File: config.mk
export PLATFORM = sky130hd
export DESIGN_NAME = mastermind_scorer
export DESIGN_NICKNAME = d
export VERILOG_FILES = /design/src/rtl/mastermind_pkg.sv /design/src/rtl/mastermind_scorer.sv
export SDC_FILE = /design/constraint.sdc
export NUM_CORES = 1
export LEC_CHECK = 0
export CAP_MARGIN = 20
export CORE_UTILIZATION = 60
export CTS_BUF_LIST = sky130_fd_sc_hd__clkbuf_4 sky130_fd_sc_hd__clkbuf_8
export DETAILED_ROUTE_END_ITERATION = 7
export PLACE_DENSITY = 0.83
export SLEW_MARGIN = 40
export SYNTH_ARGS = -nofsm -noshare
export SYNTH_HDL_FRONTEND = slang
export SYNTH_SLANG_ARGS = --single-unit
export TNS_END_PERCENT = 10
File: constraint.sdc
create_clock -name Clk -period 3.8 [get_ports Clk]
set_input_delay 0.95 -clock Clk [delete_from_list [all_inputs] [get_ports Clk]]
set_output_delay 0.95 -clock Clk [all_outputs]
set_load 0.005 [all_outputs]
File: src/rtl/mastermind_pkg.sv
// mastermind_pkg
//   Shared definitions for the Mastermind scorer core and the VGA display
//   controller: default board geometry, the "no colour" peg value and the
//   scorer FSM state encoding.
package mastermind_pkg;

    localparam int unsigned DEF_NUM_PEGS   = 4;
    localparam int unsigned DEF_COLOR_W    = 3;
    localparam int unsigned DEF_HIST_DEPTH = 8;

    // Colour value 0 marks an empty peg; it never scores.
    localparam logic [DEF_COLOR_W-1:0] COLOR_NONE = '0;

    typedef enum logic [1:0] {
        S_IDLE    = 2'd0,
        S_EXACT   = 2'd1,
        S_PARTIAL = 2'd2,
        S_DONE    = 2'd3
    } score_state_t;

endpackage

File: src/rtl/mastermind_scorer.sv
// mastermind_scorer
//   Scores a Mastermind guess against the secret answer, one peg comparison
//   per clock, and keeps the {exact, partial} result of each guess in a small
//   register-array history readable by the display side.
//
// Ports
//   Clk         system clock, rising edge
//   Reset_n     asynchronous active-low reset
//   Start       one-cycle request to score Guess against Answer (IDLE only)
//   Guess       guess pegs, peg i at [i*COLOR_W +: COLOR_W]
//   Answer      secret code, same packing
//   GuessNum    history slot written with this score
//   ClearHist   one-cycle request to zero the history (IDLE, no Start)
//   HistRdAddr  history read address
//   HistRdData  {exact, partial} at HistRdAddr, combinational
//   Busy        scoring in progress (EXACT or PARTIAL)
//   Done        one-cycle pulse when the score is final
//   Exact       right colour, right position
//   Partial     right colour, wrong position
//   Win         Exact == NUM_PEGS
module mastermind_scorer
    import mastermind_pkg::*;
#(
    parameter int unsigned NUM_PEGS   = DEF_NUM_PEGS,
    parameter int unsigned COLOR_W    = DEF_COLOR_W,
    parameter int unsigned HIST_DEPTH = DEF_HIST_DEPTH
) (
    input  logic                                 Clk,
    input  logic                                 Reset_n,
    input  logic                                 Start,
    input  logic [NUM_PEGS*COLOR_W-1:0]          Guess,
    input  logic [NUM_PEGS*COLOR_W-1:0]          Answer,
    input  logic [$clog2(HIST_DEPTH)-1:0]        GuessNum,
    input  logic                                 ClearHist,
    input  logic [$clog2(HIST_DEPTH)-1:0]        HistRdAddr,
    output logic [2*$clog2(NUM_PEGS+1)-1:0]      HistRdData,
    output logic                                 Busy,
    output logic                                 Done,
    output logic [$clog2(NUM_PEGS+1)-1:0]        Exact,
    output logic [$clog2(NUM_PEGS+1)-1:0]        Partial,
    output logic                                 Win
);

    localparam int unsigned CNT_W  = $clog2(NUM_PEGS + 1);
    localparam int unsigned ADDR_W = $clog2(HIST_DEPTH);
    localparam int unsigned PEG_W  = (NUM_PEGS > 1) ? $clog2(NUM_PEGS) : 1;
    localparam logic [PEG_W-1:0] LAST_PEG = PEG_W'(NUM_PEGS - 1);

    score_state_t state_q, state_d;

    logic [NUM_PEGS*COLOR_W-1:0] guess_q, answer_q;
    logic [ADDR_W-1:0]           slot_q;
    logic [CNT_W-1:0]            exact_q, partial_q;
    logic [NUM_PEGS-1:0]         used_g_q, used_a_q;
    logic [PEG_W-1:0]            idx_i_q, idx_j_q;
    logic [2*CNT_W-1:0]          hist_q [HIST_DEPTH];

    logic [COLOR_W-1:0] g_peg, a_peg_i, a_peg_j;

    assign g_peg   = guess_q[idx_i_q*COLOR_W +: COLOR_W];
    assign a_peg_i = answer_q[idx_i_q*COLOR_W +: COLOR_W];
    assign a_peg_j = answer_q[idx_j_q*COLOR_W +: COLOR_W];

    // ---------------------------------------------------------------- FSM
    always_ff @(posedge Clk or negedge Reset_n) begin
        if (!Reset_n) state_q <= S_IDLE;
        else          state_q <= state_d;
    end

    always_comb begin
        state_d = state_q;
        Busy    = 1'b0;
        Done    = 1'b0;
        case (state_q)
            S_IDLE:    if (Start) state_d = S_EXACT;
            S_EXACT: begin
                Busy = 1'b1;
                if (idx_i_q == LAST_PEG) state_d = S_PARTIAL;
            end
            S_PARTIAL: begin
                Busy = 1'b1;
                if (idx_i_q == LAST_PEG && idx_j_q == LAST_PEG) state_d = S_DONE;
            end
            S_DONE: begin
                Done    = 1'b1;
                state_d = S_IDLE;
            end
            default:   state_d = S_IDLE;
        endcase
    end

    // ----------------------------------------------------------- datapath
    // The used flags guarantee each peg is counted at most once, so
    // exact + partial is bounded by NUM_PEGS and the counters cannot wrap.
    always_ff @(posedge Clk or negedge Reset_n) begin
        if (!Reset_n) begin
            guess_q   <= '0;
            answer_q  <= '0;
            slot_q    <= '0;
            exact_q   <= '0;
            partial_q <= '0;
            used_g_q  <= '0;
            used_a_q  <= '0;
            idx_i_q   <= '0;
            idx_j_q   <= '0;
            for (int unsigned k = 0; k < HIST_DEPTH; k++) hist_q[k] <= '0;
        end else begin
            case (state_q)
                S_IDLE: begin
                    if (Start) begin
                        guess_q   <= Guess;
                        answer_q  <= Answer;
                        slot_q    <= GuessNum;
                        exact_q   <= '0;
                        partial_q <= '0;
                        used_g_q  <= '0;
                        used_a_q  <= '0;
                        idx_i_q   <= '0;
                        idx_j_q   <= '0;
                    end else if (ClearHist) begin
                        for (int unsigned k = 0; k < HIST_DEPTH; k++) hist_q[k] <= '0;
                    end
                end
                S_EXACT: begin
                    if (g_peg == a_peg_i && g_peg != COLOR_NONE) begin
                        exact_q           <= exact_q + CNT_W'(1);
                        used_g_q[idx_i_q] <= 1'b1;
                        used_a_q[idx_i_q] <= 1'b1;
                    end
                    idx_i_q <= (idx_i_q == LAST_PEG) ? '0 : idx_i_q + PEG_W'(1);
                end
                S_PARTIAL: begin
                    if (!used_g_q[idx_i_q] && !used_a_q[idx_j_q] &&
                        g_peg == a_peg_j && g_peg != COLOR_NONE) begin
                        partial_q         <= partial_q + CNT_W'(1);
                        used_g_q[idx_i_q] <= 1'b1;
                        used_a_q[idx_j_q] <= 1'b1;
                    end
                    // i is the outer loop, j the inner loop.
                    if (idx_j_q == LAST_PEG) begin
                        idx_j_q <= '0;
                        idx_i_q <= (idx_i_q == LAST_PEG) ? '0 : idx_i_q + PEG_W'(1);
                    end else begin
                        idx_j_q <= idx_j_q + PEG_W'(1);
                    end
                end
                S_DONE:  hist_q[slot_q] <= {exact_q, partial_q};
                default: ;
            endcase
        end
    end

    assign Exact      = exact_q;
    assign Partial    = partial_q;
    assign Win        = (exact_q == CNT_W'(NUM_PEGS));
    assign HistRdData = hist_q[HistRdAddr];

endmodule

# After elaboration in Yosys (flattened, before gate mapping)
# Index checks and enable logic that the tools add are counted.
# word_totals
word_cells	121
register_bits	95
output_inout_bits	15
# classes
muxes	41
order_cmp	7
n_reduce_logical	25
n_addsub	4
shift	3
bitwise_logic	5
n_eq_ne	16
n_mul	2
# ops
cell	n
$mux 48	2
$pmux 48 s2	1
$bwmux 48	1
$shiftx 12x5->3	3
$pmux 4 s3	2
$mux 4	5
$bmux 6 s3	1
$demux 6 s3	1
$mux 6	3
$ne 2x2->1 const B	8
$reduce_and 3->1	5
$mux 2	7
$or 4x4->4	3
$pmux 3 s2	2
$mux 3	3
$eq 2x2->1 const B	4
$ge 4x4->1 const B	2
$logic_and 1x1->1	8
$mul 2x2->4 const B	2
$not 3->4	2
$pmux 2 s4	1
$add 3x1->3 const B	2
$eq 3x3->1	2
$lt 2x3->1 const B	2
other kinds (17)	31

# Depth between registers and ports, before layout
# logic_depth
word_depth	8
ltp_mapped	10
mapped_depth_nobuf	8

# Least setup slack after synthesis
# Ideal clock, no wire load.
# synth_timing
path_type	input -> output
from	input HistRdAddr[0]
to	output HistRdData[0]
required_time_ns	2.850
path_stages	3
t_arrival_ns	2.295
slack_ns	0.555
cell_sequence	buf_1 > mux4_2 > mux2_2
# synth_between
elab_chain_cells	4
# synth_rtl
item	line_no	text
from (decl)	mastermind_scorer.sv:35	input logic [$clog2(HIST_DEPTH)-1:0] HistRdAddr,
$not 3->4 (implied by the code)	mastermind_scorer.sv:156	assign HistRdData = hist_q[HistRdAddr];
$bmux 6 s3	mastermind_scorer.sv:156	
$mux 6 (implied by the code) (2 in a row)	mastermind_scorer.sv:156	
to (decl)	mastermind_scorer.sv:36	output logic [2*$clog2(NUM_PEGS+1)-1:0] HistRdData,
# Every way passes these cells. The select of a mux whose other input is x is not followed.

# Worst setup path after layout
# Same ends and word-level chain as after synthesis.

==> results <==
- The maximum fanout count along the critical path is 6.
- The destination of the critical timing path is HistRdData[0].
- The endpoint identified for the worst register-to-register timing path is Partial[1].
- The wire length per cell after detailed routing is 20.4 microns.
- The number of vias per cell after detailed routing is ~6.6.
- The number of slew-limit violations in the final report is 0.
- During placement, the flow inserted port buffers numbering 48.
- The highest metal layer used by the detailed router is met4.
- In this run the number of cells on the critical path is 5.
- The critical path is of the primary input to output port type.
- The synthesized area is 5230 sq um.
- Yosys attributes the largest share of cell area to dfrtp_1 (45%), a22o_1 (16%), mux2_2 (7.7%).
- The root buffer cell is clkbuf_8.
- The growth of design area from synthesis to finish is 15.4%.
- The number of global-route vias before repair is roughly 3800.
- The diode insertion count for antenna repair is 0.
- The routed wire length is ~11 mm.
- In the final routing, the length of wire on met1 measures roughly 5 mm.
- The die width is approximately 95 microns.
- The power density over the cells is approximately 750 nW/um^2.
- After the last flow step, the layout net total stands at a little over 500.
- The run finished with clean final reports.
- For the pin with the worst max-slew slack, the measured transition is between 600 and 700 ps.
- In the synthesized netlist, the cells that appear most often are a22o_1 (97), dfrtp_1 (95), mux2_2 (36).
- The clock latency on the worst-skew pair is ~370 ps.
- The critical path starts at HistRdAddr[0].
- The H-tree was split into 3 levels.
- The setup check on the worst reg-to-reg path leaves a slack of 770 ps.
- Adding up every negative setup slack in the final design gives 0 ps.
- The leading area contributor after synthesis is dfrtp_1.
- The die covers 9100 sq um.
- The met2 wirelength from detailed routing is between 5 and 6 mm.
- Yosys mapped a number of flops with a built-in enable equal to 0.
- The cell count of the worst reg-to-reg path is 6.
- The number of buffers between clock root and the deepest sink is 2.
- Averaged over all synthesized cells, the footprint is approximately 12 sq um.
- Of the synthesized area, sequential elements account for a little under half.
- Counting both buffers and inverters, the worst setup path holds a total of 3.
- In the routed design, unresolved DRC markers number 0.
- The fraction of post-synthesis cell area in the top cell type by area is between 40% and 50%.
- For this design the static power due to leakage is roughly 0.0026 uW.
- The synthesized flop and latch total is 95.
- The worst setup path is captured at an output port.
- For this run, the number of Yosys warnings is 0.
- Across the VDD grid, the largest voltage drop is 0.446 mV.
- At the end of routability-driven placement, the weighted congestion stood at 0.838.
- The starting utilization of the core area is between 60 and 70%.
- For this design, the CTS-stage hold fixing added 0 buffers.
- The number of nets handed over by synthesis was between 400 and 500.
- The post-CTS clock slew at the launch and capture registers of the worst setup and hold paths is about 90 ps.
- The number of antenna violations at the first check in global routing came to 0.
- The final hold violation count is 0.
- The signal arrival time at the worst endpoint is about 2800 ps.
- Setup violations remaining at the end of the flow were counted as 0.
- The slowest cell on the critical path is mux4_2.
- The share of layout cells above drive strength 1 is a little under a fifth.
- Buffers inserted during clock tree synthesis total 9.
- The count of unique library cells instantiated by Yosys is 43.
- The fraction of registers with async set/reset is 100%.
- TritonCTS built the clock tree.
- Clock skew on the completed layout was measured at 11.4 ps.
- The routed layout has approximately 3700 vias.
- The pin count of the biggest net entering global routing is 58.
- The cell count after synthesis is 420.
- The final critical path takes up around 97% of the cycle.
- In this design, the stage delay of the slowest critical-path cell is ~490 ps.
- The total placed cells including tap cells is around 550.
- Global routing used between 20 and 30% of the available tracks.
- The headroom to the max-slew limit is a little over half.
- The launching element type of the critical path is a primary input.
- The worst reg2reg path startpoint is idx_i_q[0].
- The first global-routing pass estimated 19.1 mm of wire.
- Pin placement for this block handled slightly below 50 I/O pins.
- Once layout is complete, the utilization of the core stands at between 70% and 80%.
- The vertical die dimension is between 90 and 100 microns.
- The HPWL after detailed placement is a little over 8 mm.
- The number of gates given a new drive strength after cts is 1.
- The clock sink count is 95.
- The buffer count from post-CTS setup fixing is 0.
- Setup repair after global routing left no endpoint under its margin.
- The number of design-rule violations left by the first detailed-router iteration is around 240.
- Static timing analysis puts the maximum clock frequency at about 0.27 GHz.
- The tightest min-delay check is of the flop to flop type.
- Summed over all nets, wire length on met3 after detailed routing comes to between 600 and 700 microns.
- The signal on the critical path passes through dlygate4sd2_1 -> bufbuf_16 -> mux4_2 -> mux2_2 -> clkdlybuf4s50_1.
- The first TritonRoute pass finished after 5 iterations.
- The max capacitance violation total is 0.
- After global routing the overflow that remains totals 0.
- The worst path in the final design needs a cycle of around 3700 ps, including I/O delays and setup.
- The finished layout holds between 500 and 600 standard cells, fillers aside.
- Among cell families on the critical path, the largest total delay comes from buffers and inverters.
- The post-detailed-route count of antenna-violating nets is 0.
- Among all flip-flop cells after synthesis, the most frequent one is dfrtp_1.
- The floorplan step defined a core boundary enclosing around 8300 sq um.
- The data required time at the worst endpoint is between 2000 and 3000 ps.
- The floorplan has 33 rows.
- a22o_1 is the most common cell in the netlist.
sequential cells by signal, indices dropped and copies added, names as in the netlist, 3 cells and up:
| register | count |
|---|---|
| slot_q | 3 |
| guess_q | 12 |
| Partial | 3 |
| used_g_q | 4 |
| used_a_q | 4 |
| answer_q | 12 |
| hist_q | 48 |
| Exact | 3 |
routing by layer:
layer / global-route usage, % / up-vias
li1: - / 1696
met4: 10.6 / 0
met3: 6.30 / 25
met5: 0 / -
met2: 44.6 / 148
met1: 37.8 / 1852
cells by family (layout without fill, tap and decap cells):
kind of cell               after synthesis  count (layout)  synth area share [%]
AOI/OAI and AO/OA                      125             125                  20.3
xor gates and xnor gates                 5               5                 0.837
adders and majority gates               15              15                  3.59
buffers and inverters                   49              87                  4.23
DFF                                     95              95                  45.4
muxes                                   66              66                  19.6
and+or+nand+nor                         65              65                  6.05
power by group:
part / switching, uW / internal, uW
logic: 1020 / 1040
registers: 422 / 1350
clock network: 354 / 376
area by class of cell:
type                    instances  area [sq um]
multi-input cells             276          2660
flip-flops and latches         95          2380
fillers                       558          2300
repair buffers                 58           606
clock buffers                  10           131
well taps                     105           131
clock inverters                 5          83.8
inverters                      14          52.6
worst reg2reg max path, delay by kind of cell, from the launching register on:
kind	cells	cell delay, ps
AOI/OAI and AO/OA	1	520
DFF	1	670
muxes	2	1020
and+or+nand+nor	3	780
per-stage QoR:
step	total power [uW]	cell area, sq um	hold slack [ps]	setup WS, ps
CTS	4550	6030	495	131
global placement	3690	5780	464	12.5
finish	4550	6040	489	104
detailed placement	3820	5790	474	-3.72
floorplan	3240	5230	452	555
global route	4850	6040	514	55.5
worst min-delay path by stage:
| stage | startpoint | to | slack (ps) | cells after the start |
|---|---|---|---|---|
| after floorplan | used_a_q[1] | used_a_q[1] | 450 | 1 |
| final | used_g_q[0] | used_g_q[0] | 490 | 1 |
| after CTS | used_g_q[0] | used_g_q[0] | 500 | 1 |
| after global routing | used_a_q[1] | used_a_q[1] | 510 | 1 |
| after detailed placement | used_g_q[0] | used_g_q[0] | 470 | 1 |
| after global placement | used_g_q[1] | used_g_q[1] | 460 | 1 |
cell usage in the layout, fill, tap and decap left out, drive strengths merged, types with 12 or more instances in the layout:
| cell | count |
|---|---|
| clkdlybuf4s50 | 46 |
| dfrtp | 95 |
| inv | 14 |
| nor2 | 24 |
| ha | 15 |
| mux4 | 23 |
| mux2 | 36 |
| nand2 | 12 |
| a22o | 97 |
Note: power is estimated with default switching activity, not from simulation.
